--- src/rtl/id_ex_stage_pkg.sv ---
// Shared core definitions: ALU op codes, forwarding-select encodings, stage control word.
// Latency: n/a (types, constants and a pure helper function only).
// Backpressure: n/a.
package id_ex_stage_pkg;

    // ALU operation codes carried from decode into execute
    localparam logic [3:0] ALU_ADD    = 4'b0000;
    localparam logic [3:0] ALU_SUB    = 4'b0001;
    localparam logic [3:0] ALU_AND    = 4'b0010;
    localparam logic [3:0] ALU_OR     = 4'b0011;
    localparam logic [3:0] ALU_XOR    = 4'b0100;
    localparam logic [3:0] ALU_SLT    = 4'b0101;
    localparam logic [3:0] ALU_SLTU   = 4'b0110;
    localparam logic [3:0] ALU_SLL    = 4'b0111;
    localparam logic [3:0] ALU_SRL    = 4'b1000;
    localparam logic [3:0] ALU_SRA    = 4'b1001;
    localparam logic [3:0] ALU_PASS_A = 4'b1111;

    // Operand source selected by the forwarding unit
    localparam logic [1:0] FWD_REG = 2'b00;
    localparam logic [1:0] FWD_W   = 2'b01;
    localparam logic [1:0] FWD_M   = 2'b10;

    // Control word held in the ID/EX register; all-zero is a bubble
    typedef struct packed {
        logic       valid;
        logic       regwrite;
        logic       memwrite;
        logic       memread;
        logic       branch;
        logic       jump;
        logic       alusrca;
        logic       alusrcb;
        logic [3:0] alu_control;
    } ctrl_t;

    localparam ctrl_t CTRL_BUBBLE = '0;

    // Memory stage is younger than writeback, so it wins when both match.
    // x0 is hardwired to zero and is never forwarded.
    function automatic logic [1:0] fwd_select(
        input logic [4:0] rs,
        input logic [4:0] rd_m,
        input logic       regwrite_m,
        input logic [4:0] rd_w,
        input logic       regwrite_w
    );
        logic [1:0] sel;
        sel = FWD_REG;
        if (rs != 5'd0) begin
            if (regwrite_m && (rd_m == rs))
                sel = FWD_M;
            else if (regwrite_w && (rd_w == rs))
                sel = FWD_W;
        end
        return sel;
    endfunction

endpackage

--- src/rtl/id_ex_stage_fwd_unit.sv ---
// Selects one execute operand from register file, memory-stage or writeback-stage result.
// Latency: purely combinational.
// Backpressure: none; follows whatever the stage register and later stages present.
module fwd_unit
    import id_ex_stage_pkg::*;
#(
    parameter int XLEN = 32
) (
    input  logic [4:0]      rs,
    input  logic [XLEN-1:0] reg_val,
    input  logic [4:0]      rd_m,
    input  logic            regwrite_m,
    input  logic [XLEN-1:0] alu_result_m,
    input  logic [4:0]      rd_w,
    input  logic            regwrite_w,
    input  logic [XLEN-1:0] result_w,
    output logic [XLEN-1:0] fwd_val
);

    logic [1:0] sel;

    // Pick the freshest in-flight value for this source register
    always_comb begin
        sel     = fwd_select(rs, rd_m, regwrite_m, rd_w, regwrite_w);
        fwd_val = reg_val;
        case (sel)
            FWD_M:   fwd_val = alu_result_m;
            FWD_W:   fwd_val = result_w;
            default: fwd_val = reg_val;
        endcase
    end

endmodule

--- src/rtl/id_ex_stage.sv ---
// ID/EX pipeline register with operand forwarding muxes and load-use hazard detect.
// Latency: 1 cycle D->E; operand/hazard outputs combinational from E regs. Macro EX_FORWARDING_EN enables forwarding.
// Backpressure: Stall_E holds every register; Flush_E (overrides stall) loads a bubble.
module id_ex_stage
    import id_ex_stage_pkg::*;
#(
    parameter int XLEN = 32
) (
    input  logic            clk,
    input  logic            rst,
    input  logic            Stall_E,
    input  logic            Flush_E,
    input  logic            Valid_D,
    input  logic            RegWrite_D,
    input  logic            MemWrite_D,
    input  logic            MemRead_D,
    input  logic            Branch_D,
    input  logic            Jump_D,
    input  logic            ALUSrcA_D,
    input  logic            ALUSrcB_D,
    input  logic [3:0]      ALU_Control_D,
    input  logic [XLEN-1:0] PC_D,
    input  logic [XLEN-1:0] RD1_D,
    input  logic [XLEN-1:0] RD2_D,
    input  logic [XLEN-1:0] ImmExt_D,
    input  logic [4:0]      Rs1_D,
    input  logic [4:0]      Rs2_D,
    input  logic [4:0]      Rd_D,
    input  logic [4:0]      Rd_M,
    input  logic            RegWrite_M,
    input  logic [XLEN-1:0] ALU_Result_M,
    input  logic [4:0]      Rd_W,
    input  logic            RegWrite_W,
    input  logic [XLEN-1:0] Result_W,
    output logic [XLEN-1:0] SrcA_E,
    output logic [XLEN-1:0] SrcB_E,
    output logic [XLEN-1:0] WriteData_E,
    output logic [3:0]      ALU_Control_E,
    output logic [XLEN-1:0] PC_E,
    output logic [XLEN-1:0] ImmExt_E,
    output logic [4:0]      Rd_E,
    output logic            Valid_E,
    output logic            RegWrite_E,
    output logic            MemWrite_E,
    output logic            MemRead_E,
    output logic            Branch_E,
    output logic            Jump_E,
    output logic            LoadUse_Hazard
);

    ctrl_t           ctrl_d;
    ctrl_t           ctrl_e;
    logic [4:0]      rd_e;
    logic [4:0]      rs1_e;
    logic [4:0]      rs2_e;
    logic [XLEN-1:0] pc_e;
    logic [XLEN-1:0] rd1_e;
    logic [XLEN-1:0] rd2_e;
    logic [XLEN-1:0] imm_e;
    logic [XLEN-1:0] fwd_a;
    logic [XLEN-1:0] fwd_b;

    // Gather decode controls into one word so bubble insertion is a single assignment
    always_comb begin
        ctrl_d             = CTRL_BUBBLE;
        ctrl_d.valid       = Valid_D;
        ctrl_d.regwrite    = RegWrite_D;
        ctrl_d.memwrite    = MemWrite_D;
        ctrl_d.memread     = MemRead_D;
        ctrl_d.branch      = Branch_D;
        ctrl_d.jump        = Jump_D;
        ctrl_d.alusrca     = ALUSrcA_D;
        ctrl_d.alusrcb     = ALUSrcB_D;
        ctrl_d.alu_control = ALU_Control_D;
    end

    // Control and destination index: flush beats stall, both lose to reset
    always_ff @(posedge clk or posedge rst) begin
        if (rst) begin
            ctrl_e <= CTRL_BUBBLE;
            rd_e   <= '0;
        end else if (Flush_E) begin
            ctrl_e <= CTRL_BUBBLE;
            rd_e   <= '0;
        end else if (!Stall_E) begin
            ctrl_e <= ctrl_d;
            rd_e   <= Rd_D;
        end
    end

    // Datapath fields are meaningless in a bubble, so a flush simply loads them
    always_ff @(posedge clk or posedge rst) begin
        if (rst) begin
            pc_e  <= '0;
            rd1_e <= '0;
            rd2_e <= '0;
            imm_e <= '0;
            rs1_e <= '0;
            rs2_e <= '0;
        end else if (Flush_E || !Stall_E) begin
            pc_e  <= PC_D;
            rd1_e <= RD1_D;
            rd2_e <= RD2_D;
            imm_e <= ImmExt_D;
            rs1_e <= Rs1_D;
            rs2_e <= Rs2_D;
        end
    end

`ifdef EX_FORWARDING_EN
    fwd_unit #(.XLEN(XLEN)) u_fwd_rs1 (
        .rs           (rs1_e),
        .reg_val      (rd1_e),
        .rd_m         (Rd_M),
        .regwrite_m   (RegWrite_M),
        .alu_result_m (ALU_Result_M),
        .rd_w         (Rd_W),
        .regwrite_w   (RegWrite_W),
        .result_w     (Result_W),
        .fwd_val      (fwd_a)
    );

    fwd_unit #(.XLEN(XLEN)) u_fwd_rs2 (
        .rs           (rs2_e),
        .reg_val      (rd2_e),
        .rd_m         (Rd_M),
        .regwrite_m   (RegWrite_M),
        .alu_result_m (ALU_Result_M),
        .rd_w         (Rd_W),
        .regwrite_w   (RegWrite_W),
        .result_w     (Result_W),
        .fwd_val      (fwd_b)
    );
`else
    // Without forwarding the operands come straight from the register file read
    assign fwd_a = rd1_e;
    assign fwd_b = rd2_e;

    logic unused_fwd;
    assign unused_fwd = ^{Rd_M, RegWrite_M, ALU_Result_M, Rd_W, RegWrite_W, Result_W, rs1_e, rs2_e};
`endif

    // Operand muxes, store data and load-use detection against the instruction in decode
    always_comb begin
        SrcA_E         = ctrl_e.alusrca ? pc_e  : fwd_a;
        SrcB_E         = ctrl_e.alusrcb ? imm_e : fwd_b;
        WriteData_E    = fwd_b;
        LoadUse_Hazard = ctrl_e.valid && ctrl_e.memread && (rd_e != 5'd0) &&
                         ((rd_e == Rs1_D) || (rd_e == Rs2_D));
    end

    assign ALU_Control_E = ctrl_e.alu_control;
    assign PC_E          = pc_e;
    assign ImmExt_E      = imm_e;
    assign Rd_E          = rd_e;
    assign Valid_E       = ctrl_e.valid;
    assign RegWrite_E    = ctrl_e.regwrite;
    assign MemWrite_E    = ctrl_e.memwrite;
    assign MemRead_E     = ctrl_e.memread;
    assign Branch_E      = ctrl_e.branch;
    assign Jump_E        = ctrl_e.jump;

endmodule

--- config.mk ---
export PLATFORM = sky130hd
export DESIGN_NAME = id_ex_stage
export DESIGN_NICKNAME = d
export VERILOG_FILES = /design/src/rtl/id_ex_stage_pkg.sv /design/src/rtl/id_ex_stage_fwd_unit.sv /design/src/rtl/id_ex_stage.sv
export SDC_FILE = /design/constraint.sdc
export NUM_CORES = 1
export LEC_CHECK = 0
export BUFFER_PORTS_ARGS = -buffer_cell sky130_fd_sc_hd__buf_2
export CAP_MARGIN = 5
export CORE_AREA = 2 2 160 162
export CTS_BUF_LIST = sky130_fd_sc_hd__clkbuf_4
export DETAILED_ROUTE_END_ITERATION = 12
export DIE_AREA = 0 0 162 164
export SETUP_SLACK_MARGIN = 0.1
export SLEW_MARGIN = 20
export SYNTH_ARGS = -nofsm -noshare
export SYNTH_HDL_FRONTEND = slang
export SYNTH_SLANG_ARGS = --single-unit
--- constraint.sdc ---
create_clock -name clk -period 9.8 [get_ports clk]
set_clock_uncertainty 0.2 [all_clocks]
set_input_delay 0.98 -clock clk [delete_from_list [all_inputs] [get_ports clk]]
set_output_delay 0.98 -clock clk [all_outputs]
set_load 0.005 [all_outputs]
# ---- Yosys cells after proc, flatten, opt, wreduce, memory -nomap -nowiden
# Cells that the tools add are included.
dict set report word_totals {
  ff_bits 145
  input_bits 235
  output_inout_bits 176
  elab_cells 30
}
dict set report classes {
  n_eq_ne 3
  n_mux 6
  n_reduce_logical 7
}
# operator count
set op_table {}
lappend op_table {{$mux W32} 2}
lappend op_table {{$mux W12} 2}
lappend op_table {{$eq A5 B5 Y1} 2}
lappend op_table {{$mux W5} 2}
lappend op_table {{$reduce_bool A5 Y1} 1}
lappend op_table {{$logic_and A1 B1 Y1} 3}
lappend op_table {{$logic_or A1 B1 Y1} 2}
lappend op_table {{$ne A2 B1 Y1 const B} 1}
lappend op_table {{$logic_not A1 Y1} 1}

# ---- Logic depth before layout (Yosys ltp)
dict set report depth {
  word_depth 3
  mapped_depth 5
  mapped_depth_nobuf 4
}

# ---- Least setup slack after synthesis
# OpenSTA, ideal clock, no wires.
dict set report synth_path {
  kind {input-to-output}
  start {input port Rs2_D[1]}
  end {output port LoadUse_Hazard}
  arrival_time_ns 1.522
  slack_ns 7.098
  cell_stages 4
  path_cell_list {xor2_1 -> nor3_1 -> nand3_1 -> a21oi_1}
}
dict set report synth_between {
  elab_chain_len 3
}
# element line
set synth_rtl {}
lappend synth_rtl {{start: declaration} id_ex_stage.sv:27} ;# input logic [4:0] Rs2_D,
lappend synth_rtl {{$eq A5 B5 Y1} id_ex_stage.sv:149} ;# ((rd_e == Rs1_D) || (rd_e == Rs2_D));
lappend synth_rtl {{$logic_or A1 B1 Y1} id_ex_stage.sv:149}
lappend synth_rtl {{$logic_and A1 B1 Y1} id_ex_stage.sv:148} ;# LoadUse_Hazard = ctrl_e.valid && ctrl_e.memread && (rd_e != 5'd0) &&
lappend synth_rtl {{end: declaration} id_ex_stage.sv:48} ;# output logic LoadUse_Hazard
# No other way between the ends.

# ---- Worst setup path in the final report
dict set report layout_path {
  start {register ctrl_e[4] (netlist bit)}
  end {output port SrcB_E[3]}
}
dict set report layout_between {
  elab_chain_len 1
}
# element line
set layout_rtl {}
lappend layout_rtl {{start: declaration} id_ex_stage.sv:52} ;# ctrl_t ctrl_e;
lappend layout_rtl {{start signal: assignment} id_ex_stage.sv:86} ;# ctrl_e <= ctrl_d;
lappend layout_rtl {{$mux W32} id_ex_stage.sv:146} ;# SrcB_E = ctrl_e.alusrcb ? imm_e : fwd_b;
lappend layout_rtl {{end: declaration} id_ex_stage.sv:36} ;# output logic [XLEN-1:0] SrcB_E,
# No other way between the ends.

==> results.txt <==
Hold Crit Class = reg2reg
DP HPWL = 12.6 mm
hold depth = 1
Syn Area/Cell = 16.4 um2
clock insertion delay at the later pin of the skew report = 0.50 ns
drt first pass iters = 5
Synth Register Bits = 145
Worst Path Arrival = 2.12 ns
antenna violations before repair = 1
area of the multi-input gates = 2990 um2
Max stage delay on crit path = 1.01 ns
cell row count = 58
worst path required time = 8.62 ns
compound-gate portion of the synthesized area = 0.182%
CTS tree = yes
cells after synthesis = 420
hold buffers post-CTS = 0
Final GP Congestion = 0.734
Yosys top cell by area = dfrtp_1
Levels on crit path = 2
I/O pin cnt = 411
Static Leak = 4.78 nW
core area = 24,800 um2
Worst setup EP type = output port
worst slew pin tran = 1.01 ns
initial core utilization = 27.7%
post-synthesis net count = 655
FMAX = 303 MHz
outcome = complete, no violations
Via Count = 4,625
FF+latch area = 3630 um2
largest net degree at the start of global routing = 77
via/cell ratio = 4.25
synth-to-layout area growth = 31.5%
Worst Path Buf+Inv = 1
drt total wl = 17.5 mm
Resized cells post-CTS = 0
Post-Synth Simple-Gate Area = 1.53%
CTS Buf Count = 17
dominant cells by area after synthesis = dfrtp_1 53%, mux2_4 26%, mux2_1 12%, mux2i_1 2.5%, buf_6 2.5%
Synth Area in XOR/XNOR = 1.27%
Worst Setup Path Type = reg2out
Max-Cap Viols = 0
share of the synthesized area in the top cell type = 52.8%
Fin. Hold Viols = 0
Final Cycle Share = 33.6%
crit-path max FO = 33
Detail Route Antenna Nets = 0
First DRT Iteration DRCs = 150
Avg WL per Cell = 16.1 um
Chip Height = 164 um
crit-path leading delay family = flip-flops
GRT Total Usage = 12.9%
clock tree buffer depth = 2
PD cells = 150 nW/um2
GRT Residual Overflow = 0
multiplexer area fraction after synthesis = 40.5%
clk sinks = 145
Worst VDD drop = 0.0680 mV
Final Power = 0.00135 W
Synth cell types = 18
Setup-failing EPs final = 0
relative slew slack = 32.4%
die area = 26,600 um2
Seq/Total Area, Yosys = 52.8%
first-pass GRT wire length = 26.5 mm
Setup TNS Final = 0 ns
Root Driver = clkbuf_4
max-slew violations = 0
H-Tree Level Count = 4
Tmin final = 3.30 ns
slowest CP cell = dfrtp_2
DRC violations left = 0
width of the die = 162 um
R2R depth = 2
RSZ-0062 raised after global routing = false
Synth Area in Adders = 0%
CTS clk-pin slew, worst paths = 0.12 ns
Post-CTS Repair Setup Buffers = 0
largest family of logic cells by synthesized area = multiplexers
via count of the first global-routing pass = 4,618
# diodes = 0
nets@finish = 982
port bufs = 334
Filler cells = 2,470
Startpoint Class = register
cell-by-cell trace of the critical path = mux2_1, buf_2
fraction of layout cells with a size suffix above 1 = 64.8%
Cell Area, Synth = 6870 um2
Synth warnings = 0
[layer usage]
metal | share of wire [%] | track usage, %
met5 | 0.074 | 0
met4 | 1.4 | 3.74
met2 | 50 | 21.3
met1 | 41 | 15.8
met3 | 7.6 | 4.67
[placed cells by master, fill, tap and decap left out, drive strengths merged, types with 2 or more instances in the layout]
master and count:
dfrtp 145, buf 338, bufinv 3, nand3 2, mux2 192, inv 3
xor2 6, mux2i 17, xnor2 4, nor2 17, nor3 2, clkinv 6
clkbuf 18
[final cells by class]
cell class              count  area share [%]
flip-flops and latches    145            40.2
repair buffers            338            18.8
multi-input cells         244            33.1
well taps                 330            4.57
inverters                   1          0.0969
clock inverters            12            1.77
clock buffers              18            1.50
[metrics by stage]
step | cells | util [%] | hold slack (ns) | worst slack [ns] | area (um2)
final | 1088 | 36.4 | 0.318 | 6.50 | 9040
after global routing | 1088 | 36.4 | 0.308 | 6.31 | 9040
after CTS | 1088 | 36.4 | 0.315 | 6.41 | 9040
after detailed placement | 1058 | 35.2 | 0.289 | 6.35 | 8740
after global placement | 1058 | 35.2 | 0.286 | 6.35 | 8740
after floorplan | 420 | - | 0.275 | 4.73 | 6870
[path summary, 6_finish.rpt]
kind / startpoint / endpoint / slack [ns]
max in group asynchronous: rst / fwd_a[7]$_DFFE_PP0P_ / 7.60
setup / recovery: ctrl_e[4]$_DFFE_PP0P_ / SrcB_E[3] / 6.50
min in group asynchronous: rst / PC_E[1]$_DFFE_PP0P_ / 0.34
hold reg to reg: fwd_a[30]$_DFFE_PP0P_ / fwd_a[30]$_DFFE_PP0P_ / 0.32
hold / removal: fwd_a[30]$_DFFE_PP0P_ / fwd_a[30]$_DFFE_PP0P_ / 0.32
setup reg to reg: ctrl_e[4]$_DFFE_PP0P_ / ctrl_e[4]$_DFFE_PP0P_ / 8.24
[synth_stat cells]
master,instances
dfrtp_1,145
mux2_4,120
mux2_1,72
mux2i_1,17
nor2_1,17
buf_6,15
buf_2,7
xor2_1,6
buf_4,5
xnor2_1,4
clkbuf_1,3
nand3_1,2
nor3_1,2
a21oi_1,1
inv_1,1
nand2b_4,1
o211ai_1,1
or4_1,1
[sequential cells by signal, summed over array words and instances, names as in the netlist, 2 cells and up]
signal / flops
PC_E: 32
ctrl_e: 2
ImmExt_E: 32
Rd_E: 5
ALU_Control_E: 4
WriteData_E: 32
fwd_a: 32
[logic make-up (layout without fill, tap and decap cells)]
family,Yosys count,after routing
xor+xnor,10,10
buf+inv,31,369
compound gates,2,2
simple gates,23,23
mux,209,209
flops,145,145
[where the power goes]
part | switching (W) | internal, W
Combinational | 0.000101 | 0.000158
Clock | 0.000229 | 0.000180
Sequential | 0.0000399 | 0.000647
Total | 0.000369 | 0.000984
No activity file was read; power rests on OpenSTA's default activity.
